File: src/rtl/alu_serial_pkg.sv
// Shared types for the digit-serial add/subtract unit.
// Holds the operation and sequencer encodings plus small decode helpers.
// No logic of its own; imported by the datapath and the digit slice.
package alu_serial_pkg;

   typedef enum logic [2:0] {
      ADD = 3'd0,
      ADC = 3'd1,
      SUB = 3'd2,
      SBC = 3'd3,
      CP  = 3'd4
   } op_t;

   typedef enum logic [1:0] {
      IDLE = 2'd0,
      RUN  = 2'd1,
      DONE = 2'd2
   } state_t;

   // Unused encodings 5..7 fold onto ADD
   function automatic op_t decode_op(input logic [2:0] raw);
      op_t o;
      case (raw)
         3'd1:    o = ADC;
         3'd2:    o = SUB;
         3'd3:    o = SBC;
         3'd4:    o = CP;
         default: o = ADD;
      endcase
      return o;
   endfunction

   // Subtract-class ops invert b and expose borrow instead of carry
   function automatic logic is_sub(input op_t o);
      return (o == SUB) || (o == SBC) || (o == CP);
   endfunction

endpackage

File: src/rtl/alu_digit.sv
// One DIGIT-bit adder slice; optionally complements b for subtraction.
// Purely combinational, zero latency.
// No flow control; the sequencer decides when the slice output is used.
module alu_digit #(
   parameter int DIGIT = 4
) (
   input  logic [DIGIT-1:0] a_d,
   input  logic [DIGIT-1:0] b_d,
   input  logic             ci,
   input  logic             sub,
   output logic [DIGIT-1:0] s,
   output logic             co
);

   logic [DIGIT-1:0] bx;
   logic [DIGIT:0]   sum;

   // Add a + (b or ~b) + carry-in at DIGIT+1 bits so the carry falls out on top
   always_comb begin
      bx  = sub ? ~b_d : b_d;
      sum = {1'b0, a_d} + {1'b0, bx} + {{DIGIT{1'b0}}, ci};
   end

   assign s  = sum[DIGIT-1:0];
   assign co = sum[DIGIT];

endmodule

File: src/rtl/alu_serial_addsub.sv
// Digit-serial add/sub/compare: one DIGIT slice per clock, LSD first.
// Latency N+1 cycles from the accepting edge to done; one op per N+2 cycles.
// No queueing: start is only honoured while idle; results/flags change only on the done edge.
module alu_serial_addsub
   import alu_serial_pkg::*;
#(
   parameter int WIDTH = 8,
   parameter int DIGIT = 4
) (
   input  logic             clk,
   input  logic             reset_n,
   input  logic             start,
   input  logic [2:0]       op,
   input  logic [WIDTH-1:0] a,
   input  logic [WIDTH-1:0] b,
   input  logic             cin,
   output logic             busy,
   output logic             done,
   output logic [WIDTH-1:0] result,
   output logic             carry,
   output logic             halfcarry,
   output logic             zero
);

   localparam int N  = WIDTH / DIGIT;
   localparam int CW = (N > 1) ? $clog2(N) : 1;
   localparam logic [CW-1:0] K_LAST = CW'(N - 1);

   state_t           state;
   logic [CW-1:0]    k;
   logic [WIDTH-1:0] a_sr;
   logic [WIDTH-1:0] b_sr;
   logic [WIDTH-1:0] res_sr;
   op_t              op_q;
   logic             ci;
   logic             hc_q;
   logic             z_acc;

   logic [DIGIT-1:0] dig_s;
   logic             dig_co;
   logic             sub;
   logic             z_next;
   logic [WIDTH-1:0] res_next;
   op_t              op_dec;

   assign sub    = is_sub(op_q);
   assign op_dec = decode_op(op);

   alu_digit #(.DIGIT(DIGIT)) u_digit (
      .a_d (a_sr[DIGIT-1:0]),
      .b_d (b_sr[DIGIT-1:0]),
      .ci  (ci),
      .sub (sub),
      .s   (dig_s),
      .co  (dig_co)
   );

   // Next-state views of the zero accumulator and result shifter for the current digit
   always_comb begin
      z_next   = ((k == '0) ? 1'b1 : z_acc) & (dig_s == '0);
      res_next = {dig_s, res_sr[WIDTH-1:DIGIT]};
   end

   // Sequencer, operand/result shifters and flag registers
   always_ff @(posedge clk or negedge reset_n) begin
      if (!reset_n) begin
         state     <= IDLE;
         k         <= '0;
         a_sr      <= '0;
         b_sr      <= '0;
         res_sr    <= '0;
         op_q      <= ADD;
         ci        <= 1'b0;
         hc_q      <= 1'b0;
         z_acc     <= 1'b0;
         busy      <= 1'b0;
         done      <= 1'b0;
         result    <= '0;
         carry     <= 1'b0;
         halfcarry <= 1'b0;
         zero      <= 1'b0;
      end else begin
         case (state)
            IDLE: begin
               if (start) begin
                  state <= RUN;
                  busy  <= 1'b1;
                  k     <= '0;
                  a_sr  <= a;
                  b_sr  <= b;
                  op_q  <= op_dec;
                  // Subtraction is a + ~b + 1, so borrow-in maps to an inverted carry-in
                  case (op_dec)
                     ADC:     ci <= cin;
                     SUB:     ci <= 1'b1;
                     CP:      ci <= 1'b1;
                     SBC:     ci <= ~cin;
                     default: ci <= 1'b0;
                  endcase
               end
            end
            RUN: begin
               a_sr   <= a_sr >> DIGIT;
               b_sr   <= b_sr >> DIGIT;
               res_sr <= res_next;
               ci     <= dig_co;
               z_acc  <= z_next;
               if (k == '0) begin
                  hc_q <= dig_co;
               end
               if (k == K_LAST) begin
                  state     <= DONE;
                  busy      <= 1'b0;
                  done      <= 1'b1;
                  carry     <= dig_co ^ sub;
                  halfcarry <= hc_q ^ sub;
                  zero      <= z_next;
                  // Compare sets flags only; the visible result keeps the last real answer
                  if (op_q != CP) begin
                     result <= res_next;
                  end
               end else begin
                  k <= k + 1'b1;
               end
            end
            DONE: begin
               done  <= 1'b0;
               state <= IDLE;
            end
            default: begin
               state <= IDLE;
               busy  <= 1'b0;
               done  <= 1'b0;
            end
         endcase
      end
   end

endmodule

File: config.mk
export PLATFORM = sky130hd
export DESIGN_NAME = alu_serial_addsub
export DESIGN_NICKNAME = d
export VERILOG_FILES = /design/src/rtl/alu_serial_pkg.sv /design/src/rtl/alu_digit.sv /design/src/rtl/alu_serial_addsub.sv
export SDC_FILE = /design/constraint.sdc
export NUM_CORES = 1
export LEC_CHECK = 0
export ABC_AREA = 1
export BUFFER_PORTS_ARGS = -buffer_cell sky130_fd_sc_hd__buf_4
export CAP_MARGIN = 20
export CORE_ASPECT_RATIO = 0.6
export CORE_UTILIZATION = 50
export CTS_CLUSTER_DIAMETER = 120
export DETAILED_ROUTE_END_ITERATION = 8
export PLACE_DENSITY = 0.7
export RECOVER_POWER = 25
export SLEW_MARGIN = 20
export SYNTH_ARGS = -nofsm -noshare
export SYNTH_HDL_FRONTEND = slang
export SYNTH_HIERARCHICAL = 1
export SYNTH_SLANG_ARGS = --single-unit
export TNS_END_PERCENT = 10
File: constraint.sdc
create_clock -name clk -period 2.4 [get_ports clk]
set_input_delay 0.24 -clock clk [delete_from_list [all_inputs] [get_ports clk]]
set_output_delay 0.24 -clock clk [all_outputs]
set_load 0.05 [all_outputs]
==> flow_metrics.env, run 1 <==
export IMPL_run_status="finished clean"
export IMPL_hold_start="a[6]"
export IMPL_clkSinkCount=42
export IMPL_dieArea_mm2=0.00418
export IMPL_relSlewSlack_pct=32.7
export IMPL_start_kind="flop"
export IMPL_max_clock_freq_ghz=0.461
export IMPL_crit_arrival_ns=2.38
export IMPL_ys_types=24
export IMPL_worstMarginPinSlew_ns=1.01
export IMPL_coreArea_mm2=0.00370
export IMPL_cts_hold_fix_buffers=1
export IMPL_overflow=0
export IMPL_ctsResizeCount=0
export IMPL_h_tree_depth=2
export IMPL_clockBufferDepth=2
export IMPL_cts_tree="done"
export IMPL_syn_area_mm2=0.00196
export IMPL_hpwl_mm=2.81
export IMPL_antenna_found_initial=0
export IMPL_clk_insertion_delay_late_ns=0.29
export IMPL_final_common_cell="nand2_1"
export IMPL_critPathMaxFanout=3
export IMPL_crit_required_ns=2.61
export IMPL_startpoint="op_q[2]$_DFFE_PN0P_"
export IMPL_period_minus_slack_ns=2.17
export IMPL_firstDrtPassIters=4
export IMPL_yosysSeqAreaShare_pct=53.6
export IMPL_wirelength_mm=3.82
export IMPL_critPathKind="flop to flop"
export IMPL_num_nets_final=293
export IMPL_gp_congestion=0.746
export IMPL_grt_total_usage_pct=20.7
export IMPL_num_rows=17
export IMPL_ant_nets=0
export IMPL_setup_worst_path_end_class="flop"
export IMPL_dr_first_iter_drc_count=109
export IMPL_die_x_um=82.8
export IMPL_cts_made_buffers=5
export IMPL_syn_num_nets=252
export IMPL_rsz0062_at_grt="false"
export IMPL_root_buffer="clkbuf_8"
export IMPL_via_per_inst=4.98
export IMPL_num_io_pins=36
export IMPL_drc=0
export IMPL_synthToLayoutAreaGrowth_pct=21.8
export IMPL_antennaDiodeCount=0
export IMPL_grt_pass1_vias=1388
export IMPL_holdWs_ns=0.136
export IMPL_maxCapViolCount=0
export IMPL_post_drt_wl_per_cell_um=12.2
export IMPL_clk_pin_slew_ns=0.07
export IMPL_ys_ff_latch=42
export IMPL_grt_pass1_wl_mm=6.60
export IMPL_drive_gt1_share_pct=21.1
export IMPL_final_core_util_pct=64.5
export IMPL_grt_start_max_net_pins=43
export IMPL_die_height_um=50.5
export IMPL_final_cell_mix="nand2_1 (69), dfrtp_1 (42), buf_4 (37), nor2_1 (24), inv_1 (23)"
export IMPL_skew_ns=0.00334
export IMPL_setup_viol=0
export IMPL_port_buffers=35
export IMPL_cts_setup_buffers=0
export IMPL_hold_class="input pin to flop"
export IMPL_dr_total_vias=1558
export IMPL_final_hold_violation_count=0
export IMPL_drv_slew=0
export IMPL_r2r_start="op_q[2]$_DFFE_PN0P_"
export IMPL_min_period_over_period_pct=90.3
export IMPL_synthCells=224
export IMPL_nFillCells=317
export IMPL_yosys_warnings=6
export IMPL_start_util_pct=53.0
export IMPL_avgSynthCellArea_um2=8.75
export IMPL_setup_tns_ns=0
-- logic make-up (layout without fill, tap and decap cells) --
kind of cell	Yosys count	after routing	share of synthesized area, %
simple gates	113	113	24.7
flops	42	42	53.6
compound gates	30	30	9.38
buf+inv	29	71	6.13
fa+ha+maj	5	5	3.96
xor+xnor	5	5	2.23
-- Yosys cell counts --
master    instances  area [um2]
nand2_1          69         259
dfrtp_1          42        1050
nor2_1           24        90.1
inv_1            23        86.3
nand3_1          14        70.1
o21ai_0          10        50.1
o22ai_1           8        50.1
o21ai_2           5        43.8
xor2_1            4        35.0
buf_2             3        15.0
ha_1              3        37.5
o21ai_1           3        15.0
a21oi_1           2        10.0
fa_1              2        40.0
nand2_2           2        12.5
nand2_4           2        22.5
buf_6             1        11.3
clkbuf_1          1        3.75
inv_2             1        3.75
nand3_2           1        10.0
nor2_8            1        20.0
o211ai_1          1        7.51
o21bai_1          1        7.51
xnor2_1           1        8.76
-- state kept, by name, summed over array words and instances (netlist names) --
| name | flops |
|---|---|
| zero | 1 |
| z_acc | 1 |
| k | 1 |
| op_q | 3 |
| result | 8 |
| halfcarry | 1 |
| res_sr | 4 |
| hc_q | 1 |
| done | 1 |
| ci | 1 |
| state | 2 |
| carry | 1 |
| b_sr | 8 |
| busy | 1 |
| a_sr | 8 |
-- routing by layer --
layer  part of all wire, %  vias up  track usage, %  routed length, um
li1                      -      788               -                  -
met1                    54      733            31.7               2070
met2                    40       32            28.3               1520
met3                   4.8        5            5.43                185
met4                   1.2        0            6.90                 44
met5                     0        -               0                  0
-- area by class of cell --
class                   count  area (um2)  area share [%]
flip-flops and latches     42        1050            44.0
well taps                  47        58.8            2.46
repair buffers             39         293            12.3
multi-input cells         153         790            33.1
clock buffers               7        76.3            3.20
clock inverters             1        30.0            1.26
inverters                  24        90.1            3.77
-- metrics by stage --
stage	cell area (um2)	setup WS, ns	std cells
floorplan	1960	0.186	224
global route	2390	0.0616	313
finish	2390	0.232	313
CTS	2390	0.249	313
global placement	2270	0.290	304
detailed placement	2270	0.269	304
-- worst max-delay path, stage by stage, from the launching register on --
cell and delay (ns):
dfrtp_1 0.38, inv_1 0.05, nand2_1 0.09, nand2_1 0.09
xnor2_1 0.14, fa_1 0.35, inv_1 0.12, fa_1 0.44
nor2_1 0.11, o211ai_1 0.14, o21ai_0 0.17
-- final timing paths --
check | end | slack (ns) | depth (start not counted)
worst max-delay path | z_acc$_DFFE_PN0P_ | 0.23 | 10
worst min-delay path | a_sr[6]$_DFFE_PN0P_ | 0.14 | 3
worst max register to register | z_acc$_DFFE_PN0P_ | 0.23 | 10
worst min register to register | result[2]$_DFFE_PN0P_ | 0.48 | 2
max in group asynchronous | op_q[2]$_DFFE_PN0P_ | 1.13 | 2
min in group asynchronous | busy$_DFFE_PN0P_ | 0.66 | 2
Power of run 1 is not shown: default switching activity piles up to over one toggle a cycle in this logic, so the estimate is an artifact.
==> run 2: changes to the inputs <==
- CORE_UTILIZATION: 50 -> 54
- PLACE_DENSITY: 0.7 -> 0.75
==> run 2 against run 1 <==
Effect of this change:
- via count shrank 1.9%
- sequential cell count is the same
- maximum frequency shrank 0.73%
- count of clock-buffer cells in the layout is the same
- register-to-register slack lost 0.02 ns
- global-route usage grew 2.4 points
- die area shrank 7.2%
- sequential share of layout area is essentially flat
- critical endpoint unchanged
- largest cell class unchanged
==> flow_metrics.env, run 2 (same netlist as run 1, synthesis figures left out) <==
export IMPL_clkSinkCount=42
export IMPL_wirelength_mm=3.80
export IMPL_worst_r2r_setup_slack_ns=0.22
export IMPL_firstDrtPassIters=5
export IMPL_r2r_start="op_q[2]$_DFFE_PN0P_"
export IMPL_maxCapViolCount=0
export IMPL_worstPathCellList="inv_1, nand2_1, nand2_1, xnor2_2, fa_1, inv_1, fa_1, nor2_1, o211ai_1, o21ai_1"
export IMPL_critPathKind="flop to flop"
export IMPL_final_hold_violation_count=0
export IMPL_start_kind="flop"
export IMPL_grt_total_usage_pct=23.1
export IMPL_grt_pass1_wl_mm=6.78
export IMPL_final_common_cell="nand2_1"
export IMPL_drive_gt1_share_pct=22.6
export IMPL_nFillCells=283
export IMPL_grt_start_max_net_pins=43
export IMPL_dr_first_iter_drc_count=127
export IMPL_critPathMaxFanout=3
export IMPL_drc=0
export IMPL_start_util_pct=58.3
export IMPL_crit_required_ns=2.61
export IMPL_root_buffer="clkbuf_8"
export IMPL_coreArea_mm2=0.00336
export IMPL_holdWs_ns=0.142
export IMPL_worstMarginPinSlew_ns=0.993
export IMPL_preCtsSetupSlack_ns=0.217
export IMPL_gp_congestion=0.821
export IMPL_period_minus_slack_ns=2.18
export IMPL_clk_pin_slew_ns=0.07
export IMPL_post_drt_wl_per_cell_um=12.2
export IMPL_synthToLayoutAreaGrowth_pct=21.7
export IMPL_clk_insertion_delay_late_ns=0.29
export IMPL_place_inst=302
export IMPL_port_buffers=35
export IMPL_ant_nets=0
export IMPL_die_x_um=79.8
export IMPL_drv_slew=0
export IMPL_multi_input_area_um2=812
export IMPL_instances_no_fill=311
export IMPL_max_stage_delay_ns=0.44
export IMPL_final_cell_mix="nand2_1 (69), dfrtp_1 (42), buf_4 (38), nor2_1 (24), inv_1 (23)"
export IMPL_antennaDiodeCount=0
export IMPL_skew_ns=0.00420
export IMPL_regToRegEndpoint="z_acc$_DFFE_PN0P_"
export IMPL_run_status="finished clean"
export IMPL_setup_tns_ns=0
export IMPL_min_period_over_period_pct=91.0
export IMPL_crit_slowest_cell="fa_1"
export IMPL_h_tree_depth=2
export IMPL_overflow=0
export IMPL_num_io_pins=36
export IMPL_startpoint="op_q[2]$_DFFE_PN0P_"
export IMPL_crit_arrival_ns=2.39
export IMPL_cts_made_buffers=5
export IMPL_die_height_um=48.7
export IMPL_reg2reg_depth=10
export IMPL_max_clock_freq_ghz=0.458
export IMPL_relSlewSlack_pct=33.8
export IMPL_setup_viol=0
export IMPL_dieArea_mm2=0.00388
export IMPL_grt_pass1_vias=1482
export IMPL_dr_total_vias=1529
export IMPL_reg_top3="a_sr (8), b_sr (8), result (8)"
export IMPL_regArea_mm2=0.00105
export IMPL_antenna_found_initial=0
export IMPL_hold_class="input pin to flop"
export IMPL_rsz0062_at_grt="false"
export IMPL_crit_end="z_acc$_DFFE_PN0P_"
export IMPL_setup_slack_ns=0.216
export IMPL_setup_worst_path_end_class="flop"
export IMPL_clockBufferDepth=2
export IMPL_via_per_inst=4.92
export IMPL_num_nets_final=294
export IMPL_num_rows=16
export IMPL_hpwl_mm=2.77
export IMPL_cts_tree="done"
-- run 2: changes by cell type in the layout (fill, tap and decap cells not counted), sizes merged --
| cell | before | now |
|---|---|---|
| buf | 37 | 38 |
| bufinv | 1 | 0 |
-- run 2: repair_timing --
action,in CTS,in global routing
gates resized for setup,0,5
setup endpoints to repair,0,3
hold endpoints to repair,42,0
hold buffers,1,0
setup buffers,0,1
-- run 2: metal layers --
metal	share of wire [%]	track usage, %	routed length, um
met1	53	36.3	2030
met2	40	31.6	1530
met3	5.5	6.04	210
met4	0.76	6.25	29
met5	0	0	0
-- run 2: worst min path at each step --
stage	depth (start not counted)	startpoint	to
after global routing	3	b[5]	b_sr[5]$_DFFE_PN0P_
after floorplan	0	reset_n	a_sr[0]$_DFFE_PN0P_
final	3	b[4]	b_sr[4]$_DFFE_PN0P_
after global placement	1	reset_n	op_q[0]$_DFFE_PN0P_
after detailed placement	1	reset_n	busy$_DFFE_PN0P_
after CTS	3	b[4]	b_sr[4]$_DFFE_PN0P_
-- run 2: stage by stage --
stage	instance area, um2	utilization, %
finish	2390	70.9
global route	2390	70.9
CTS	2360	70.1
detailed placement	2270	67.6
global placement	2270	67.6
floorplan	1960	-
-- run 2: critical path: cells and delay by family, from the launching register on --
kind	cells	cell delay, ns
AND/OR/NAND/NOR	3	0.33
AO/OA/AOI/OAI	2	0.27
XOR/XNOR	1	0.15
adder cells (fa/ha/maj)	2	0.80
flip-flops	1	0.38
buffers and inverters	2	0.16
-- run 2: area by class of cell --
class	count	share of cell area, %
tap	45	2.36
timing repair buffer	40	12.6
multi-input combinational	153	34.0
inverter	24	3.78
clock buffer	7	3.20
sequential	42	44.0
Power of run 2 is left out for the same reason.
